$ cat src/rtl/fp_spi_pkg.sv
// Shared types and command constants for the front-panel SPI master.
package fp_spi_pkg;

  typedef enum logic [2:0] {
    ST_IDLE,
    ST_SETUP,
    ST_SHIFT1,
    ST_GAP,
    ST_SHIFT2,
    ST_RECOVER
  } state_e;

  localparam logic [7:0] WRITE_LED_PORT = 8'h01;
  localparam logic [7:0] WRITE_PWM_PORT = 8'h04;
  localparam logic [7:0] READ_CHIP_ID   = 8'h06;
  localparam logic [7:0] CHIP_ID        = 8'h71;

endpackage

$ cat src/rtl/fp_spi_clkgen.sv
// Half-period tick generator: a down-counter that fires on terminal count
// every CLKDIV enabled cycles and is reloaded while the phase is not running.
module fp_spi_clkgen
  import fp_spi_pkg::*;
#(
  parameter int CLKDIV = 2
) (
  input  logic clk,
  input  logic rst_n,
  input  logic en,
  input  logic reload,
  output logic tick
);

  localparam logic [7:0] RELOAD_VAL = 8'(CLKDIV - 1);

  logic [7:0] cnt_q, cnt_d;

  always_comb begin
    cnt_d = cnt_q;
    if (reload) begin
      cnt_d = RELOAD_VAL;
    end else if (en) begin
      cnt_d = (cnt_q == 8'd0) ? RELOAD_VAL : cnt_q - 8'd1;
    end
  end

  assign tick = en && !reload && (cnt_q == 8'd0);

  always_ff @(posedge clk or negedge rst_n) begin
    if (!rst_n) begin
      cnt_q <= 8'd0;
    end else begin
      cnt_q <= cnt_d;
    end
  end

endmodule

$ cat src/rtl/fp_spi_master.sv
// Front-panel SPI master (mode 0, LSB first): one START produces a command
// byte, an idle gap and a data byte; the data-phase MISO byte is returned.
//   state      | meaning
//   ST_IDLE    | waiting for START, SS high
//   ST_SETUP   | SS low, MOSI = CMD[0], SCLK low for one half-period
//   ST_SHIFT1  | 8 command bits
//   ST_GAP     | GAP_CLKS idle cycles, SS low, SCLK low
//   ST_SHIFT2  | 8 data bits, MISO captured
//   ST_RECOVER | SS high for one half-period, then DONE
module fp_spi_master
  import fp_spi_pkg::*;
#(
  parameter int CLKDIV   = 2,
  parameter int GAP_CLKS = 4
) (
  input  logic       CLK,
  input  logic       NRST,
  input  logic       START,
  input  logic [7:0] CMD,
  input  logic [7:0] WDATA,
  output logic       BUSY,
  output logic       DONE,
  output logic [7:0] RDATA,
  output logic       SCLK,
  output logic       MOSI,
  input  logic       MISO,
  output logic       SS
);

  localparam logic [7:0] GAP_M1 = 8'(GAP_CLKS - 1);

  state_e     state_q, state_d;
  logic [7:0] cmd_q, cmd_d, wdata_q, wdata_d;
  logic [7:0] rx_q, rx_d, rdata_q, rdata_d;
  logic [7:0] gap_q, gap_d;
  logic [2:0] bit_q, bit_d;
  logic       byte_q, byte_d;
  logic       busy_q, busy_d, done_q, done_d;
  logic       sclk_q, sclk_d, mosi_q, mosi_d, ss_q, ss_d;
  logic       tick, cg_reload;
  logic [7:0] tx_byte;

  assign cg_reload = (state_q == ST_IDLE) || (state_q == ST_GAP);

  fp_spi_clkgen #(.CLKDIV(CLKDIV)) u_clkgen (
    .clk    (CLK),
    .rst_n  (NRST),
    .en     (!cg_reload),
    .reload (cg_reload),
    .tick   (tick)
  );

  assign tx_byte = byte_q ? wdata_q : cmd_q;

  always_comb begin
    state_d = state_q;
    cmd_d   = cmd_q;
    wdata_d = wdata_q;
    rx_d    = rx_q;
    rdata_d = rdata_q;
    gap_d   = gap_q;
    bit_d   = bit_q;
    byte_d  = byte_q;
    busy_d  = busy_q;
    done_d  = 1'b0;
    sclk_d  = sclk_q;
    mosi_d  = mosi_q;
    ss_d    = ss_q;
    case (state_q)
      ST_IDLE: begin
        if (START) begin
          cmd_d   = CMD;
          wdata_d = WDATA;
          busy_d  = 1'b1;
          ss_d    = 1'b0;
          sclk_d  = 1'b0;
          mosi_d  = CMD[0];
          bit_d   = 3'd0;
          byte_d  = 1'b0;
          state_d = ST_SETUP;
        end
      end
      ST_SETUP: begin
        if (tick) begin
          sclk_d  = 1'b1;
          state_d = ST_SHIFT1;
        end
      end
      ST_SHIFT1, ST_SHIFT2: begin
        if (tick) begin
          if (sclk_q) begin
            // falling edge: capture MISO and present the next bit
            sclk_d = 1'b0;
            if (byte_q) rx_d = {MISO, rx_q[7:1]};
            if (bit_q != 3'd7) mosi_d = tx_byte[bit_q + 3'd1];
          end else if (bit_q != 3'd7) begin
            bit_d  = bit_q + 3'd1;
            sclk_d = 1'b1;
          end else begin
            bit_d = 3'd0;
            if (!byte_q) begin
              byte_d = 1'b1;
              mosi_d = wdata_q[0];
              if (GAP_CLKS == 0) begin
                sclk_d  = 1'b1;
                state_d = ST_SHIFT2;
              end else begin
                gap_d   = GAP_M1;
                state_d = ST_GAP;
              end
            end else begin
              ss_d    = 1'b1;
              state_d = ST_RECOVER;
            end
          end
        end
      end
      ST_GAP: begin
        if (gap_q == 8'd0) begin
          sclk_d  = 1'b1;
          state_d = ST_SHIFT2;
        end else begin
          gap_d = gap_q - 8'd1;
        end
      end
      ST_RECOVER: begin
        if (tick) begin
          done_d  = 1'b1;
          busy_d  = 1'b0;
          rdata_d = rx_q;
          state_d = ST_IDLE;
        end
      end
      default: state_d = ST_IDLE;
    endcase
  end

  always_ff @(posedge CLK or negedge NRST) begin
    if (!NRST) begin
      state_q <= ST_IDLE;
      cmd_q   <= 8'd0;
      wdata_q <= 8'd0;
      rx_q    <= 8'd0;
      rdata_q <= 8'd0;
      gap_q   <= 8'd0;
      bit_q   <= 3'd0;
      byte_q  <= 1'b0;
      busy_q  <= 1'b0;
      done_q  <= 1'b0;
      sclk_q  <= 1'b0;
      mosi_q  <= 1'b0;
      ss_q    <= 1'b1;
    end else begin
      state_q <= state_d;
      cmd_q   <= cmd_d;
      wdata_q <= wdata_d;
      rx_q    <= rx_d;
      rdata_q <= rdata_d;
      gap_q   <= gap_d;
      bit_q   <= bit_d;
      byte_q  <= byte_d;
      busy_q  <= busy_d;
      done_q  <= done_d;
      sclk_q  <= sclk_d;
      mosi_q  <= mosi_d;
      ss_q    <= ss_d;
    end
  end

  assign BUSY  = busy_q;
  assign DONE  = done_q;
  assign RDATA = rdata_q;
  assign SCLK  = sclk_q;
  assign MOSI  = mosi_q;
  assign SS    = ss_q;

endmodule

$ cat config.mk
export PLATFORM = sky130hd
export DESIGN_NAME = fp_spi_master
export DESIGN_NICKNAME = d
export VERILOG_FILES = /design/src/rtl/fp_spi_pkg.sv /design/src/rtl/fp_spi_clkgen.sv /design/src/rtl/fp_spi_master.sv
export SDC_FILE = /design/constraint.sdc
export NUM_CORES = 1
export LEC_CHECK = 0
export CAP_MARGIN = 20
export CORE_MARGIN = 3
export CORE_UTILIZATION = 39
export CTS_BUF_LIST = sky130_fd_sc_hd__clkbuf_8
export CTS_CLUSTER_DIAMETER = 60
export DETAILED_ROUTE_END_ITERATION = 8
export GPL_ROUTABILITY_DRIVEN = 0
export SETUP_SLACK_MARGIN = 0.15
export SYNTH_ARGS = -nofsm -noshare
export SYNTH_HDL_FRONTEND = slang
export SYNTH_HIERARCHICAL = 1
export SYNTH_SLANG_ARGS = --single-unit
$ cat constraint.sdc
create_clock -name CLK -period 3.1 [get_ports CLK]
set_clock_uncertainty 0.15 [all_clocks]
set_input_delay 0.31 -clock CLK [delete_from_list [all_inputs] [get_ports CLK]]
set_output_delay 0.31 -clock CLK [all_outputs]
set_load 0.03 [all_outputs]
Word level (Yosys, flattened, before mapping)
Cells that the tools add are included.
{"block": "totals", "input_bits": 20, "output_inout_bits": 13, "regBits": 60, "elab_cells": 112}
{"block": "classes", "n_eq_ne": 19, "addsub": 3, "n_reduce_logical": 22, "mux": 53, "n_lt_le_gt_ge": 1}
{"cell": "$mux W8", "count": 8}
{"cell": "$mux W3", "count": 12}
{"cell": "$mux W1", "count": 24}
{"cell": "$ne A2 B2 Y1 const B", "count": 9}
{"cell": "$reduce_and A6 Y1", "count": 3}
{"cell": "$logic_not A8 Y1", "count": 2}
{"cell": "$pmux W8 S2", "count": 1}
{"cell": "$sub A8 B1 Y8 const B", "count": 2}
{"cell": "$pmux W3 S5", "count": 1}
{"cell": "$ne A3 B3 Y1 const B", "count": 4}
{"cell": "$reduce_and A5 Y1", "count": 2}
{"cell": "$pmux W1 S2", "count": 4}
{"cell": "$reduce_and A4 Y1", "count": 2}
{"cell": "$reduce_and A7 Y1", "count": 1}
{"cell": "$eq A3 B2 Y1 const B", "count": 2}
{"cell": "$eq A3 B3 Y1 const B", "count": 2}
{"cell": "$pmux W3 S2", "count": 1}
{"cell": "$reduce_bool A2 Y1", "count": 3}
{"cell": "$lt A3 B4 Y1 const B", "count": 1}
{"cell": "$pmux W1 S4", "count": 1}
{"cell": "$reduce_and A2 Y1", "count": 2}
{"cell": "$reduce_bool A4 Y1", "count": 1}
{"cell": "$add A3 B1 Y3 const B", "count": 1}
{"cell": "$bmux W1 S3", "count": 1}
{"cell": "8 further kinds", "count": 8}

Logic depth before layout (Yosys ltp)
Gate-level depths: netlist of the first run.
{"block": "logic_depth", "depth_word": 7, "ltp_mapped": 13, "ltp_nobuf": 10}

Hierarchy
The synthesis of the first run kept the hierarchy.
{"module": "fp_spi_master", "area_each_um2": 2641.3, "n_inst": 1, "cells_each": 250, "seq_area_each_um2": 1302.5}
{"module": "fp_spi_clkgen", "area_each_um2": 465.4, "n_inst": 1, "cells_each": 48, "seq_area_each_um2": 200.2}

Worst setup path after synthesis of the first run
OpenSTA, ideal clock, no wires.
{"block": "synth_path", "kind": "register -> register", "start": "register state_q[0]", "end": "register bit_q[0]", "synth_period_minus_slack_ns": 2.841, "required_time_ns": 2.884, "arrival_time_ns": 2.625, "path_slack_ns": 0.259, "setup_ns": 0.066, "stages_incl_launch_ff": 13, "n_path_buf": 3, "path_cell_list": "dfrtp_1 buf_2 buf_1 xnor2_1 nor2b_1 clkbuf_1 inv_1 and3_1 nor2b_1 nor2b_1 o21bai_1 or4_1 nand2_1"}
{"block": "synth_via", "elab_chain_len": 6, "word_cells_on_any_way": 14, "cone_classes": "eq/ne: 6; mux: 1; reduce/logical: 7"}
{"element": "start, declared", "line_no": "fp_spi_master.sv:32", "rtl": "state_e state_q, state_d;"}
{"element": "start signal, assigned", "line_no": "fp_spi_master.sv:154", "rtl": "state_q <= state_d;"}
{"element": "$eq A3 B2 Y1 or $logic_not A3 Y1 (tied branches)", "line_no": "fp_spi_master.sv:43", "rtl": "assign cg_reload = (state_q == ST_IDLE) || (state_q == ST_GAP);"}
{"element": "$logic_or A1 B1 Y1 (*)", "line_no": "fp_spi_master.sv:43"}
{"element": "net cg_reload", "line_no": "fp_spi_master.sv:40", "rtl": "logic tick, cg_reload;"}
{"element": "$logic_not A1 Y1 (*)", "line_no": "fp_spi_clkgen.sv:28, fp_spi_master.sv:48"}
{"element": "$logic_and A1 B1 Y1 (*)", "line_no": "fp_spi_clkgen.sv:28", "rtl": "assign tick = en && !reload && (cnt_q == 8'd0);"}
{"element": "net tick", "line_no": "fp_spi_master.sv:40"}
{"element": "$ne A2 B2 Y1 (no line) (*)"}
{"element": "$reduce_and A4 Y1 (no line) (*)"}
{"element": "end signal, assigned", "line_no": "fp_spi_master.sv:160", "rtl": "bit_q <= bit_d;"}
{"element": "end, declared", "line_no": "fp_spi_master.sv:36", "rtl": "logic [2:0] bit_q, bit_d;"}
Mark *: on every way through the listed nets, which the timed path passes. The rest lies on a longest branch.
A chain may end at the register's enable or synchronous reset.

Final worst setup path of the first run
{"block": "layout_path", "start": "register u_clkgen.cnt_q[4]", "end": "register state_q[2]"}
{"block": "layout_via", "elab_chain_len": 4, "word_cells_on_any_way": 6, "cone_classes": "eq/ne: 3; reduce/logical: 3"}
{"element": "start, declared", "line_no": "fp_spi_clkgen.sv:17", "rtl": "logic [7:0] cnt_q, cnt_d;"}
{"element": "start signal, assigned", "line_no": "fp_spi_clkgen.sv:34", "rtl": "cnt_q <= cnt_d;"}
{"element": "$logic_not A8 Y1 (*)", "line_no": "fp_spi_clkgen.sv:28"}
{"element": "$logic_and A1 B1 Y1 (*)", "line_no": "fp_spi_clkgen.sv:28"}
{"element": "net tick", "line_no": "fp_spi_master.sv:40"}
{"element": "$ne A2 B2 Y1 (no line)"}
{"element": "$reduce_and A7 Y1 (no line) (*)"}
Marks and branches as above.

==> results of run 1 <==
==> state kept, by name, summed over array words and instances (netlist names) <==
register,cells
rx_q,8
BUSY,1
state_q,3
gap_q,8
u_clkgen/cnt_q,8
bit_q,3
SS,1
DONE,1
RDATA,8
wdata_q,8
cmd_q,8
MOSI,1
SCLK,1
byte_q,1
==> logic make-up after synthesis <==
logic type,after synthesis,share of synthesized area (%)
and+or+nand+nor,113,19.5
DFF,60,48.4
AOI/OAI and AO/OA,57,12.1
muxes,37,13.5
buffers and inverters,22,3.18
adders and majority gates,7,2.82
xor gates and xnor gates,2,0.564
==> cell usage in the layout (no fill, tap or decap), types with 2 or more instances in the layout <==
cell type / count
or2_1: 2
o21bai_1: 2
clkinvlp_4: 4
a21o_1: 3
nor3b_1: 2
o31ai_1: 3
nor3_1: 4
xnor2_1: 2
o41ai_1: 3
nand2_1: 40
nand4_1: 2
o21ai_1: 12
mux2_2: 9
clkbuf_8: 10
o21ai_0: 7
nand2b_1: 9
dfrtp_1: 59
a21oi_1: 13
nor4_1: 2
and3_1: 2
inv_1: 9
nor2b_1: 5
nand3b_1: 4
mux2_1: 20
clkdlybuf4s50_1: 31
ha_1: 7
nor2_1: 21
or3_1: 5
nor3b_2: 2
nor4_2: 2
mux2i_1: 7
inv_6: 2
nand3_1: 5
buf_4: 8
==> final cells by class <==
cell class / count / area, um2 / area share, %
Clock inverter: 6 / 47.5 / 1.27
Inverter: 10 / 37.5 / 1.00
Multi-Input combinational cell: 216 / 1520 / 40.6
Clock buffer: 10 / 138 / 3.67
Sequential cell: 60 / 1500 / 40.1
Timing Repair Buffer: 40 / 375 / 10.0
Tap cell: 99 / 124 / 3.31
==> metrics by stage <==
step / setup slack, ns / instances / util, % / total power [mW] / hold slack [ns]
6_report: 0.381 / 441 / 50.0 / 3.28 / -0.0407
5_1_grt: 0.138 / 441 / 50.0 / 3.56 / 0.0278
4_1_cts: 0.368 / 441 / 49.9 / 3.31 / 0.00237
3_5_place_dp: 0.412 / 425 / 47.5 / 2.65 / 0.305
3_3_place_gp: 0.447 / 425 / 47.5 / 2.63 / 0.298
2_1_floorplan: 0.259 / 298 / - / 2.27 / -0.136
==> what timing repair did <==
| item | in CTS | in global routing |
|---|---|---|
| hold buffers | 0 | 0 |
| buffers inserted | 0 | 0 |
| resized for setup | 0 | 1 |
| endpoints found under the setup margin | 0 | 2 |
==> final timing paths <==
check	to	depth (start not counted)	slack [ns]	from
worst max-delay path	state_q[2]$_DFFE_PN0P_	7	0.38	u_clkgen/cnt_q[4]$_DFFE_PN0P_
worst min-delay path	gap_q[6]$_DFFE_PN0P_	2	-0.04	NRST
worst max register to register	state_q[2]$_DFFE_PN0P_	7	0.38	u_clkgen/cnt_q[4]$_DFFE_PN0P_
worst min register to register	SS$_DFFE_PN1P_	2	0.33	SS$_DFFE_PN1P_
max in group asynchronous	MOSI$_DFFE_PN0P_	2	2.31	NRST
min in group CLK	SS$_DFFE_PN1P_	2	0.33	SS$_DFFE_PN1P_
==> power by group through the flow <==
stage,logic [mW],clock network [mW],registers (mW)
2_1_floorplan,1.04,0,1.23
3_3_place_gp,1.37,0,1.26
3_5_place_dp,1.39,0,1.26
4_1_cts,1.39,0.673,1.25
5_1_grt,1.56,0.709,1.29
6_report,1.39,0.643,1.24
==> per-layer routing <==
metal | GRT usage, % | vias up
met2 | 24.3 | 34
met5 | 0 | -
li1 | - | 1140
met4 | 4.33 | 0
met1 | 18.3 | 1128
met3 | 4.74 | 2
==> worst reg2reg max path, stage by stage, from the launching register on <==
cell and delay, ns:
dfrtp_1 0.44, or3_1 0.44, nor4_2 0.18, and3_1 0.31
nor2b_1 0.25, nand2_1 0.14, a211oi_4 0.33, mux2_1 0.36
==> impl_metrics.csv, run 1 <==
group,metric,value,unit
logic_synthesis,yosysSeqAreaShare,48.4,%
logic_synthesis,synth_nets,325,
cts,cts_tree,"done",
logic_synthesis,synthFlopType,"dfrtp_1",
worst_setup_path,cp.required,3.16,ns
route,drc,0,
sta,drv_slew,0,
pwr,power.leakage,1.65,nW
logic_synthesis,netlist_instances,298,
logic_synthesis,yosysUniqueCellTypes,57,
sta,hold_violations,30,
pwr,pwr-share-seq,37.9,%
route,routed_wl,6.04,mm
pwr,comb_power_share,42.5,%
logic_synthesis,syn_area,0.00311,mm2
logic_synthesis,synth_area_leader_cell,"dfrtp_1",
logic_synthesis,async_flop_share,100,%
status,status,"finished with violations",
worst_setup_path,crit_path_max_fanout,7,
worst_setup_path,crit_type,"reg2reg",
cts,cts.sinks,60,
sta,slew_headroom,49.1,%
cts,cts_root_buffer,"clkbuf_8",
logic_synthesis,avgSynthCellArea,10.4,um2
route,route.met3.wl,191,um
finish,n_fill_cell,688,
grt,antenna_found_initial,0,
route,vias,2304,
die,rows,31,
worst_setup_path,cp_cell_sequence,"or3_1 -> nor4_2 -> and3_1 -> nor2b_1 -> nand2_1 -> a211oi_4 -> mux2_1",
sta,fin_tns_setup,0,ns
pwr,p_per_area,875,mW/mm2
sta,final-setup-viol-count,0,
grt,grt-ovfl-total,0,
pwr,intPower,2.00,mW
logic_synthesis,synth.top_cell.area_share,47.5,%
placement,io_buffers,32,
logic_synthesis,synth_edf_count,0,
placement,placed_area,0.00355,mm2
sta,rsz0062_at_grt,"no",
cts,insertion_delay,0.33,ns
die,design.die.area,0.00907,mm2
grt,grt_start_max_net_pins,61,
die,dieHeight,95.3,um
worst_setup_path,arrival,2.78,ns
pwr,swShare,38.9,%
pwr,p_switching,1.28,mW
worst_setup_path,cp-start-kind,"flop",
pwr,vdd_drop_max,0.415,mV
die,die_w,95.3,um
finish,antenna_cells,0,
worst_setup_path,crit_buf_inv,0,
sta,tightestPinTransition,0.764,ns
cts,cts.clk_slew.worst_paths,0.07,ns
run,drv_cap,0,
worst_setup_path,crit_family,"simple AND/OR/NAND/NOR gates",
route,antenna_left,0,
worst_setup_path,cpPeakStageDelay,0.44,ns
logic_synthesis,synthTopCellsByCount,"59 x dfrtp_1, 40 x nand2_1, 21 x nor2_1, 20 x mux2_1, 13 x a21oi_1",
placement,place_hpwl,4.29,mm
die,core,0.00749,mm2
cts,htreeDepth,3,
die,num_io_pins,33,
die,start_util,41.5,%
logic_synthesis,synth_area_leaders,"dfrtp_1 48%, mux2_1 7.2%, nand2_1 4.8%",
route,wl_met1,2.85,mm
cts,cts_buffers,9,
worst_setup_path,end_kind,"flop",
grt,grt_pass1_vias,2239,
finish,stdcell_area,0.00375,mm2
grt,grt_pass1_wl,10.4,mm
finish,fin_nets,364,
sta,fmax,368,MHz
cts,cts.path.max_buffers,2,
worst_setup_path,critPathSlowestCell,"dfrtp_1",
sta,finalCritPeriodShare,87.7,%
finish,drive_above_1_share,13.7,%
route,routed-wl-met2,2.98,mm
route,maxUsedRoutingLayer,"met4",
sta,fin_crit,2.72,ns
logic_synthesis,synth_seq_cells,60,
grt,track_usage,14.7,%
status,violations,"hold timing",
sta,hold_slack,-0.0407,ns
finish,syn_to_final_growth,20.6,%
logic_synthesis,synth_most_common_cell,"dfrtp_1",
route,routedWlPerCell,13.7,um
route,viasPerCell,5.22,
worst_hold_path,hold_class,"in2async",
route,drtIter0Drc,132,
logic_synthesis,yosys_warnings,6,
route,firstDrtPassIters,4,
pwr,clkPwrFrac,19.6,%
Power figures use the tool's default switching activity.
==> run 2: changes to the inputs <==
--- a/config.mk
+++ b/config.mk
@@ -6,12 +6,12 @@
 export NUM_CORES = 1
 export LEC_CHECK = 0
 export CAP_MARGIN = 20
-export CORE_MARGIN = 3
 export CORE_UTILIZATION = 39
 export CTS_BUF_LIST = sky130_fd_sc_hd__clkbuf_8
 export CTS_CLUSTER_DIAMETER = 60
 export DETAILED_ROUTE_END_ITERATION = 8
 export GPL_ROUTABILITY_DRIVEN = 0
+export PLACE_DENSITY = 0.64
 export SETUP_SLACK_MARGIN = 0.15
 export SYNTH_ARGS = -nofsm -noshare
 export SYNTH_HDL_FRONTEND = slang
==> impl_metrics.csv, run 2 (same netlist as run 1, synthesis figures left out) <==
group,metric,value,unit
placement,place_hpwl,4.29,mm
finish,antenna_cells,0,
route,drtIter0Drc,119,
pwr,p_total,3.50,mW
route,routed_wl,6.02,mm
placement,io_buffers,32,
pwr,vdd_drop_max,0.466,mV
route,firstDrtPassIters,4,
grt,grt_pass1_vias,2289,
die,die_w,91.3,um
sta,final-setup-viol-count,0,
die,dieHeight,91.3,um
cts,insertion_delay,0.34,ns
cts,cts.path.max_buffers,2,
worst_setup_path,crit_path_max_fanout,7,
sta,tightestPinTransition,0.608,ns
grt,antenna_found_initial,0,
sta,fin_crit,2.69,ns
route,drc,0,
finish,syn_to_final_growth,23.0,%
die,design.die.area,0.00833,mm2
status,status,"finished clean",
worst_setup_path,cp.required,3.18,ns
cts,cts_resized,0,
cts,cts_tree,"done",
worst_setup_path,cp-start-kind,"flop",
worst_setup_path,crit_type,"reg2reg",
route,viasPerCell,5.15,
route,routedWlPerCell,13.5,um
pwr,p_per_area,916,mW/mm2
die,rows,32,
sta,fmax,371,MHz
worst_hold_path,hold_class,"reg2reg",
cts,cts.clk_slew.worst_paths,0.08,ns
pwr,power.leakage,1.70,nW
sta,slew_headroom,59.5,%
sta,drv_slew,0,
grt,grt_pass1_wl,10.6,mm
worst_setup_path,end_kind,"flop",
cts,cts_buffers,9,
die,start_util,40.2,%
finish,fin_nets,366,
route,antenna_left,0,
grt,grt-ovfl-total,0,
cts,cts_root_buffer,"clkbuf_8",
worst_setup_path,arrival,2.78,ns
sta,hold_slack,0.318,ns
run,drv_cap,0,
cts,cts_setup_buffers,0,
grt,track_usage,16.3,%
sta,hold_violations,0,
grt,grt_start_max_net_pins,25,
finish,drive_above_1_share,14.0,%
die,core,0.00773,mm2
cts,cts.sinks,60,
sta,fin_tns_setup,0,ns
sta,finalCritPeriodShare,86.9,%
finish,final_common_cell,"dfrtp_1",
sta,rsz0062_at_grt,"no",
die,num_io_pins,33,
cts,htreeDepth,3,
finish,final_cell_mix,"59 x dfrtp_1, 40 x nand2_1, 31 x clkdlybuf4s50_1",
route,vias,2296,
worst_setup_path,r2r_slack,0.41,ns
[run 2: path summary, 6_finish.rpt]
kind	cells after the start	endpoint	startpoint
max	7	state_q[0]$_DFFE_PN0P_	u_clkgen/cnt_q[4]$_DFFE_PN0P_
min	2	SS$_DFFE_PN1P_	SS$_DFFE_PN1P_
max reg2reg	7	state_q[0]$_DFFE_PN0P_	u_clkgen/cnt_q[4]$_DFFE_PN0P_
min reg2reg	2	SS$_DFFE_PN1P_	SS$_DFFE_PN1P_
max in group asynchronous	3	gap_q[4]$_DFFE_PN0P_	NRST
min in group asynchronous	2	u_clkgen/cnt_q[2]$_DFFE_PN0P_	NRST
[run 2: area by class of cell]
cell class | count | area, um2
clock buffers | 9 | 124
clock inverters | 7 | 124
fillers | 715 | 3910
inverters | 10 | 37.5
multi-input cells | 216 | 1510
flip-flops and latches | 60 | 1500
well taps | 102 | 128
repair buffers | 42 | 393
[run 2: worst max-delay path: stages, from the launching register on]
cell and delay, ns:
dfrtp_1 0.44, or3_1 0.44, nor4_2 0.19, and3_1 0.31
nor2b_1 0.25, nand2_1 0.10, a211oi_2 0.36, mux2_1 0.35
[run 2: power by group]
group / internal (mW) / switching, mW / leakage [nW]
registers: 1.03 / 0.211 / 0.771
clock network: 0.539 / 0.334 / 0.120
logic: 0.651 / 0.736 / 0.807
[run 2: per-layer routing]
layer	GRT usage (%)	share of wire [%]	vias up
li1	-	-	1151
met1	20.1	47	1090
met2	26.8	48	41
met3	4.94	3.3	14
met4	6.08	2.0	0
met5	0	0	-
[run 2: what timing repair did]
action,CTS,global route
hold endpoints to repair,21,0
hold buffers,1,0
endpoints found under the setup margin,0,0
[run 2: through the flow]
step           util [%]  instance area, um2  setup WS, ns  instances
2_1_floorplan         -                3110         0.259        298
3_3_place_gp       46.1                3560         0.461        429
3_5_place_dp       46.1                3560         0.395        429
4_1_cts            49.5                3820         0.378        446
5_1_grt            49.5                3820         0.245        446
6_report           49.5                3820         0.406        446
==> run 3: changes to the inputs <==
--- a/config.mk
+++ b/config.mk
@@ -13,6 +13,7 @@
 export GPL_ROUTABILITY_DRIVEN = 0
 export PLACE_DENSITY = 0.64
 export SETUP_SLACK_MARGIN = 0.15
+export SKIP_CTS_REPAIR_TIMING = 1
 export SYNTH_ARGS = -nofsm -noshare
 export SYNTH_HDL_FRONTEND = slang
 export SYNTH_HIERARCHICAL = 1
==> constraint.sdc (replaced) <==
create_clock -name CLK -period 3.1 [get_ports CLK]
set_clock_uncertainty 0.15 [all_clocks]
set_input_delay 0.31 -clock CLK [delete_from_list [all_inputs] [get_ports CLK]]
set_output_delay 0.31 -clock CLK [all_outputs]
set_load 0.02 [all_outputs]
==> results of run 3 <==
The final DEF is identical to that of run 2. Status: finished clean.
Main changes from that run: total power 3.50 mW -> 3.48 mW
